$ cat src/rtl/sal_fifo_pkg.sv
// -----------------------------------------------------------------------------
// sal_fifo_pkg
// Shared helpers for the sal_fifo_ext synchronous FIFO:
//   fifo_flags_t  - bundle of the four registered level flags
//   cnt_width()   - width of an occupancy counter able to hold 0..depth
//   thres_ge()    - "at or above threshold" check used for the almost-full flag
//   thres_le()    - "at or below threshold" check used for the almost-empty flag
// -----------------------------------------------------------------------------
package sal_fifo_pkg;

   typedef struct packed {
      logic full;
      logic afull;
      logic empty;
      logic aempty;
   } fifo_flags_t;

   // An occupancy counter must represent 0..depth inclusive, hence depth+1 codes.
   function automatic int cnt_width(input int depth);
      return $clog2(depth + 1);
   endfunction

   function automatic logic thres_ge(input int occ, input int thres);
      return (occ >= thres);
   endfunction

   function automatic logic thres_le(input int occ, input int thres);
      return (occ <= thres);
   endfunction

endpackage : sal_fifo_pkg

$ cat src/rtl/sal_fifo_mem.sv
// -----------------------------------------------------------------------------
// sal_fifo_mem
// Storage array for sal_fifo_ext: one synchronous write port and one
// asynchronous read port, no reset. Kept as its own module so it can be
// replaced by an SRAM macro wrapper with the same ports.
// Ports:
//   i_clk    in   clock (write on rising edge)
//   i_we     in   write enable
//   i_waddr  in   write address
//   i_wdata  in   write data
//   i_raddr  in   read address
//   o_rdata  out  read data (combinational from i_raddr)
// -----------------------------------------------------------------------------
module sal_fifo_mem #(
   parameter int ADDR_W     = 4,
   parameter int DATA_WIDTH = 32
) (
   input  logic                  i_clk,
   input  logic                  i_we,
   input  logic [ADDR_W-1:0]     i_waddr,
   input  logic [DATA_WIDTH-1:0] i_wdata,
   input  logic [ADDR_W-1:0]     i_raddr,
   output logic [DATA_WIDTH-1:0] o_rdata
);

   logic [DATA_WIDTH-1:0] r_mem [0:(1<<ADDR_W)-1];

   always_ff @(posedge i_clk) begin
      if (i_we) begin
         r_mem[i_waddr] <= i_wdata;
      end
   end

   assign o_rdata = r_mem[i_raddr];

endmodule : sal_fifo_mem

$ cat src/rtl/sal_fifo_ext.sv
// -----------------------------------------------------------------------------
// sal_fifo_ext
// Synchronous FIFO with registered level flags, sticky overflow/underflow
// flags, synchronous flush and an optional prefetch output register.
// Parameters:
//   DEPTH_LG2    log2 of storage depth (1..10)
//   DATA_WIDTH   entry width
//   AFULL_THRES  afull_o when occupancy >= this value
//   AEMPTY_THRES aempty_o when occupancy <= this value
//   OUT_REG      0: rdata_o read combinationally from storage
//                1: rdata_o driven from a prefetch flop
// Ports:
//   clk        in   clock, rising edge
//   rst_n      in   asynchronous active-low reset
//   flush_i    in   synchronous discard of all contents (beats wren_i/rden_i)
//   wren_i     in   write request
//   wdata_i    in   write data
//   full_o     out  no free entry
//   afull_o    out  almost full
//   rden_i     in   read request (pop head)
//   rdata_o    out  head entry
//   empty_o    out  no readable entry
//   aempty_o   out  almost empty
//   cnt_o      out  occupancy 0..DEPTH (includes the prefetched entry)
//   clr_err_i  in   clear sticky error flags
//   ovf_o      out  sticky: write attempted while full
//   udf_o      out  sticky: read attempted while empty
// -----------------------------------------------------------------------------
module sal_fifo_ext
   import sal_fifo_pkg::*;
#(
   parameter int DEPTH_LG2    = 4,
   parameter int DATA_WIDTH   = 32,
   parameter int AFULL_THRES  = (1 << DEPTH_LG2) - 1,
   parameter int AEMPTY_THRES = 1,
   parameter int OUT_REG      = 0
) (
   input  logic                  clk,
   input  logic                  rst_n,
   input  logic                  flush_i,
   input  logic                  wren_i,
   input  logic [DATA_WIDTH-1:0] wdata_i,
   output logic                  full_o,
   output logic                  afull_o,
   input  logic                  rden_i,
   output logic [DATA_WIDTH-1:0] rdata_o,
   output logic                  empty_o,
   output logic                  aempty_o,
   output logic [DEPTH_LG2:0]    cnt_o,
   input  logic                  clr_err_i,
   output logic                  ovf_o,
   output logic                  udf_o
);

   localparam int DEPTH = 1 << DEPTH_LG2;
   localparam int CNT_W = cnt_width(DEPTH);
   localparam int PTR_W = DEPTH_LG2 + 1;

   // Elaboration-time parameter checks
   if ((DEPTH_LG2 < 1) || (DEPTH_LG2 > 10)) begin : g_bad_depth
      $error("sal_fifo_ext: DEPTH_LG2 must be in 1..10");
   end
   if (AFULL_THRES > DEPTH) begin : g_bad_afull
      $error("sal_fifo_ext: AFULL_THRES must not exceed DEPTH");
   end
   if (AEMPTY_THRES >= DEPTH) begin : g_bad_aempty
      $error("sal_fifo_ext: AEMPTY_THRES must be below DEPTH");
   end
   if (CNT_W != PTR_W) begin : g_bad_cntw
      $error("sal_fifo_ext: count width mismatch");
   end

   // State registers
   logic [PTR_W-1:0]      r_wptr;
   logic [PTR_W-1:0]      r_rptr;
   logic [CNT_W-1:0]      r_cnt;
   logic                  r_full;
   logic                  r_afull;
   logic                  r_empty;
   logic                  r_aempty;
   logic                  r_ovf;
   logic                  r_udf;
   logic                  r_pf_vld;
   logic [DATA_WIDTH-1:0] r_pf_data;

   // Next-state and control wires
   logic                  w_wr_acc;
   logic                  w_rd_acc;
   logic                  w_mem_empty;
   logic                  w_mem_pop;
   logic                  w_pf_load;
   logic                  w_pf_vld_nxt;
   logic [PTR_W-1:0]      w_wptr_nxt;
   logic [PTR_W-1:0]      w_rptr_nxt;
   logic [CNT_W-1:0]      w_cnt_nxt;
   fifo_flags_t           w_flags_nxt;
   logic                  w_ovf_nxt;
   logic                  w_udf_nxt;
   logic [DATA_WIDTH-1:0] w_mem_rdata;

   sal_fifo_mem #(
      .ADDR_W     (DEPTH_LG2),
      .DATA_WIDTH (DATA_WIDTH)
   ) u_mem (
      .i_clk   (clk),
      .i_we    (w_wr_acc),
      .i_waddr (r_wptr[DEPTH_LG2-1:0]),
      .i_wdata (wdata_i),
      .i_raddr (r_rptr[DEPTH_LG2-1:0]),
      .o_rdata (w_mem_rdata)
   );

   always_comb begin
      w_wr_acc    = wren_i & ~r_full  & ~flush_i;
      w_rd_acc    = rden_i & ~r_empty & ~flush_i;
      w_mem_empty = (r_wptr == r_rptr);

      // With the prefetch register, the storage pointer advances when the flop
      // is refilled: either it is vacant or its entry is being popped now.
      // That refill in the same edge as the pop is what keeps reads bubble-free.
      if (OUT_REG != 0) begin
         w_pf_load = ~flush_i & ~w_mem_empty & (~r_pf_vld | w_rd_acc);
         w_mem_pop = w_pf_load;
      end else begin
         w_pf_load = 1'b0;
         w_mem_pop = w_rd_acc;
      end

      if (flush_i) begin
         w_pf_vld_nxt = 1'b0;
      end else if (w_pf_load) begin
         w_pf_vld_nxt = 1'b1;
      end else if (w_rd_acc) begin
         w_pf_vld_nxt = 1'b0;
      end else begin
         w_pf_vld_nxt = r_pf_vld;
      end

      // Flush collapses the read pointer onto the write pointer; the write
      // pointer itself never needs to move back.
      if (flush_i) begin
         w_wptr_nxt = r_wptr;
         w_rptr_nxt = r_wptr;
         w_cnt_nxt  = '0;
      end else begin
         w_wptr_nxt = r_wptr + {{DEPTH_LG2{1'b0}}, w_wr_acc};
         w_rptr_nxt = r_rptr + {{DEPTH_LG2{1'b0}}, w_mem_pop};
         case ({w_wr_acc, w_rd_acc})
            2'b10:   w_cnt_nxt = r_cnt + {{(CNT_W-1){1'b0}}, 1'b1};
            2'b01:   w_cnt_nxt = r_cnt - {{(CNT_W-1){1'b0}}, 1'b1};
            default: w_cnt_nxt = r_cnt;
         endcase
      end

      w_flags_nxt.full   = (int'(w_cnt_nxt) == DEPTH);
      w_flags_nxt.afull  = thres_ge(int'(w_cnt_nxt), AFULL_THRES);
      w_flags_nxt.aempty = thres_le(int'(w_cnt_nxt), AEMPTY_THRES);
      // In prefetch mode an entry is only readable once it sits in the flop,
      // so empty lags the count by the refill cycle.
      if (OUT_REG != 0) begin
         w_flags_nxt.empty = ~w_pf_vld_nxt;
      end else begin
         w_flags_nxt.empty = (w_cnt_nxt == '0);
      end

      // A new error in the clearing cycle takes precedence over the clear.
      w_ovf_nxt = (wren_i & r_full)  | (r_ovf & ~clr_err_i);
      w_udf_nxt = (rden_i & r_empty) | (r_udf & ~clr_err_i);
   end

   always_ff @(posedge clk or negedge rst_n) begin
      if (!rst_n) begin
         r_wptr    <= '0;
         r_rptr    <= '0;
         r_cnt     <= '0;
         r_full    <= 1'b0;
         r_afull   <= 1'b0;
         r_empty   <= 1'b1;
         r_aempty  <= 1'b1;
         r_ovf     <= 1'b0;
         r_udf     <= 1'b0;
         r_pf_vld  <= 1'b0;
         r_pf_data <= '0;
      end else begin
         r_wptr    <= w_wptr_nxt;
         r_rptr    <= w_rptr_nxt;
         r_cnt     <= w_cnt_nxt;
         r_full    <= w_flags_nxt.full;
         r_afull   <= w_flags_nxt.afull;
         r_empty   <= w_flags_nxt.empty;
         r_aempty  <= w_flags_nxt.aempty;
         r_ovf     <= w_ovf_nxt;
         r_udf     <= w_udf_nxt;
         r_pf_vld  <= w_pf_vld_nxt;
         if (w_pf_load) begin
            r_pf_data <= w_mem_rdata;
         end
      end
   end

   // Without the prefetch flop the unreset storage is masked while empty so
   // that rdata_o is a known zero after reset and between bursts.
   assign rdata_o  = (OUT_REG != 0) ? r_pf_data
                                    : (r_empty ? '0 : w_mem_rdata);
   assign full_o   = r_full;
   assign afull_o  = r_afull;
   assign empty_o  = r_empty;
   assign aempty_o = r_aempty;
   assign cnt_o    = r_cnt;
   assign ovf_o    = r_ovf;
   assign udf_o    = r_udf;

endmodule : sal_fifo_ext

$ cat config.mk
export PLATFORM = sky130hd
export DESIGN_NAME = sal_fifo_ext
export DESIGN_NICKNAME = d
export VERILOG_FILES = /design/src/rtl/sal_fifo_pkg.sv /design/src/rtl/sal_fifo_mem.sv /design/src/rtl/sal_fifo_ext.sv
export SDC_FILE = /design/constraint.sdc
export NUM_CORES = 1
export LEC_CHECK = 0
export ABC_AREA = 1
export CAP_MARGIN = 0
export CORE_UTILIZATION = 50
export CTS_BUF_LIST = sky130_fd_sc_hd__clkbuf_16
export DETAILED_ROUTE_END_ITERATION = 7
export PLACE_DENSITY = 0.65
export SETUP_SLACK_MARGIN = 0.1
export SYNTH_ARGS = -nofsm -noshare
export SYNTH_HDL_FRONTEND = slang
export SYNTH_SLANG_ARGS = --single-unit
$ cat constraint.sdc
create_clock -name clk -period 6 [get_ports clk]
set_input_delay 0.6 -clock clk [delete_from_list [all_inputs] [get_ports clk]]
set_output_delay 0.6 -clock clk [all_outputs]
set_load 0.01 [all_outputs]
==> results.sh <==
export IMPL_dr_pass1_iters=5
export IMPL_crit_path_cell_trace="buf_12 > o21ai_0 > o211ai_1 > nand3_1 > a21oi_1 > clkdlybuf4s50_1"
export IMPL_cp_required_ns=5.40
export IMPL_multi_input_area_um2=4820
export IMPL_synth_top_area_share_pct=72.4
export IMPL_place_congestion=0.786
export IMPL_rows=75
export IMPL_status="finished, final reports clean"
export IMPL_die_h_um=208
export IMPL_hold_viol=0
export IMPL_cts_tree="built"
export IMPL_grt_util_met3_pct=4.03
export IMPL_cts_resized=0
export IMPL_grt_total_usage_pct=23.2
export IMPL_cts_buffers=52
export IMPL_die_area_um2=43300
export IMPL_grt_setup_unrepaired="no"
export IMPL_wl_per_cell_um=22.0
export IMPL_start_util_pct=50.6
export IMPL_syn_inst=1643
export IMPL_cpPeakStageDelay_ns=0.62
export IMPL_worst_pin_slew_ns=1.45
export IMPL_ant_nets=0
export IMPL_r2r_end="u_mem.r_mem[13][3]"
export IMPL_grt_pass1_wl_um=76400
export IMPL_drive_gt1_share_pct=7.04
export IMPL_yosysTopAreaCell="edfxtp_1"
export IMPL_worstSetupPathDepth=6
export IMPL_dieWidth_um=208
export IMPL_relSlewSlack_pct=3.12
export IMPL_syn2layout_area_growth_pct=13.6
export IMPL_max_cap_violations=0
export IMPL_cp_top_family="buffers and inverters"
export IMPL_port_buffers=80
export IMPL_tns_ns=0
export IMPL_worst_hold_slack_ns=0.495
export IMPL_maxSlewViolCount=0
export IMPL_r2r_slack_ns=2.98
export IMPL_ir_drop_v=0.000397
export IMPL_hp_class="input pin to async pin"
export IMPL_yosys_top_cells_area="edfxtp_1, nor2_1, o211ai_1"
export IMPL_dp_cells=2175
export IMPL_clkLatencyLatePin_ns=0.59
export IMPL_r2r_cells=4
export IMPL_yosys_warnings=0
export IMPL_fin_util_pct=57.5
export IMPL_nets=1735
export IMPL_seq_area_um2=15900
export IMPL_clk_pin_slew_ns=0.06
export IMPL_worst_endpoint_arrival_ns=3.75
export IMPL_pin_count=81
export IMPL_syn_area_um2=21200
export IMPL_drc=0
export IMPL_fin_crit_ns=4.35
export IMPL_cts_sinks=531
export IMPL_cts_root_buffer="clkbuf_16"
export IMPL_r2r_start="full_o"
export IMPL_placeableCoreArea_um2=41900
export IMPL_worst_setup_path_start_kind="register"
export IMPL_n_fill_cell=3300
export IMPL_path_class="register to output port"
export IMPL_viasPerCell=5.84
export IMPL_skew_ns=0.0195
export IMPL_clockBufferDepth=3
export IMPL_fin_cells=2272
export IMPL_p_leak_nw=7.78
export IMPL_post_cts_buffers=0
export IMPL_cellPowerDensity_nw_per_um2=454
export IMPL_synth_distinct_cells=26
export IMPL_first_global_vias=12900
export IMPL_synth_area_per_cell_um2=12.9
export IMPL_via_count=13300
export IMPL_critPathCaptureType="output port"
export IMPL_antenna_found_initial=2
export IMPL_htreeDepth=2
export IMPL_grt_max_degree=258
export IMPL_ctsHoldBuffers=0
export IMPL_critPathBufInv=2
export IMPL_top_usage_layer="met2"
export IMPL_seq_area_frac_synth_pct=74.6
export IMPL_p_total_w=0.0109
export IMPL_wl_um=49900
export IMPL_grtUsageMet1_pct=32.1
export IMPL_yosys_register_bits=531
export IMPL_grt_ovfl_total=0
export IMPL_fin_crit_sh_pct=72.6
export IMPL_hpwl_um=25500
export IMPL_drt_iter0_markers=1408
export IMPL_cpMaxStageDelayCell="clkdlybuf4s50_1"
export IMPL_met2_usage_pct=37.9
export IMPL_setup_viol=0
export IMPL_clock_fmax_mhz=230
export IMPL_syn_num_nets=1688
export IMPL_crit_path_max_fanout=257
-- per-stage QoR --
stage	cell area (um^2)	worst slack, ns
2_1_floorplan	21200	2.96
3_3_place_gp	22500	2.05
3_5_place_dp	22500	2.03
4_1_cts	24100	1.71
5_1_grt	24100	1.53
6_report	24100	1.65
-- logic make-up after synthesis --
family / Yosys count / synth area share (%)
DFF: 531 / 74.6
xor gates and xnor gates: 3 / 0.124
AOI/OAI and AO/OA: 459 / 12.3
adders and majority gates: 7 / 0.412
and+or+nand+nor: 507 / 9.27
buffers and inverters: 136 / 3.20
-- area by class of cell --
cell class / count / share of cell area (%)
flip-flops and latches: 531 / 65.8
multi-input cells: 976 / 20.0
clock buffers: 53 / 5.50
repair buffers: 103 / 4.19
well taps: 539 / 2.79
clock inverters: 43 / 1.34
inverters: 26 / 0.425
diodes: 1 / 0.0104
-- synthesized netlist by cell type --
master / number
a21oi_1: 35
o21ai_1: 106
xor2_1: 3
buf_6: 15
o221ai_1: 1
ha_1: 7
nor3b_1: 1
clkbuf_1: 59
inv_2: 2
nand3_1: 44
dfrtp_1: 17
nor2_1: 415
buf_1: 12
buf_8: 1
nor3_1: 2
o22ai_1: 2
nand4_1: 2
inv_1: 23
dfstp_2: 2
edfxtp_1: 512
nand2_1: 43
buf_4: 7
o211ai_1: 127
buf_2: 16
o21ai_0: 188
clkinv_1: 1
-- worst max path at each step --
stage                     startpoint                 end  slack (ns)
after floorplan              flush_i  u_mem.r_mem[11][0]        2.96
after global placement       flush_i  u_mem.r_mem[13][6]        2.05
after detailed placement     flush_i  u_mem.r_mem[13][3]        2.03
after CTS                  r_rptr[0]         rdata_o[22]        1.71
after global routing       r_rptr[0]         rdata_o[28]        1.53
final                      r_rptr[0]          rdata_o[2]        1.65
-- metal layers --
metal  vias up  share of wire (%)
met2       468                 49
li1       6135                  -
met4         2                2.3
met1      6581                 43
met5         -              0.026
met3        74                6.2
-- layout by cell type (no fill, tap or decap) --
cell	instances
diode_2	1
nor3_1	2
nor2_4	16
clkinv_1	13
bufinv_16	4
clkinv_4	3
nor2_1	399
edfxtp_1	512
nand4_1	2
nand3_1	44
o21ai_0	188
o22ai_1	2
clkinvlp_4	5
dfstp_2	2
dfrtp_1	13
xor2_1	3
nor3b_1	1
nand2_1	43
ha_1	7
inv_1	32
o211ai_1	127
clkinv_2	6
o221ai_1	1
inv_6	4
dfrtp_4	3
o21ai_1	106
clkdlybuf4s50_1	80
buf_4	20
dfrtp_2	1
buf_12	3
a21oi_1	35
inv_2	2
clkbuf_16	53
-- flip-flops by register name (all words and copies together), names as in the netlist --
name         flops
aempty_o         1
r_wptr           4
u_mem.r_mem    512
empty_o          1
ovf_o            1
udf_o            1
full_o           1
r_rptr           4
cnt_o            5
afull_o          1
-- power by group --
group	internal, W	switching (W)	leakage, nW
Combinational	0.00119	0.00223	2.10
Clock	0.00178	0.00137	0.832
Sequential	0.00428	0.0000987	4.85
(Power assumes the default switching activity.)
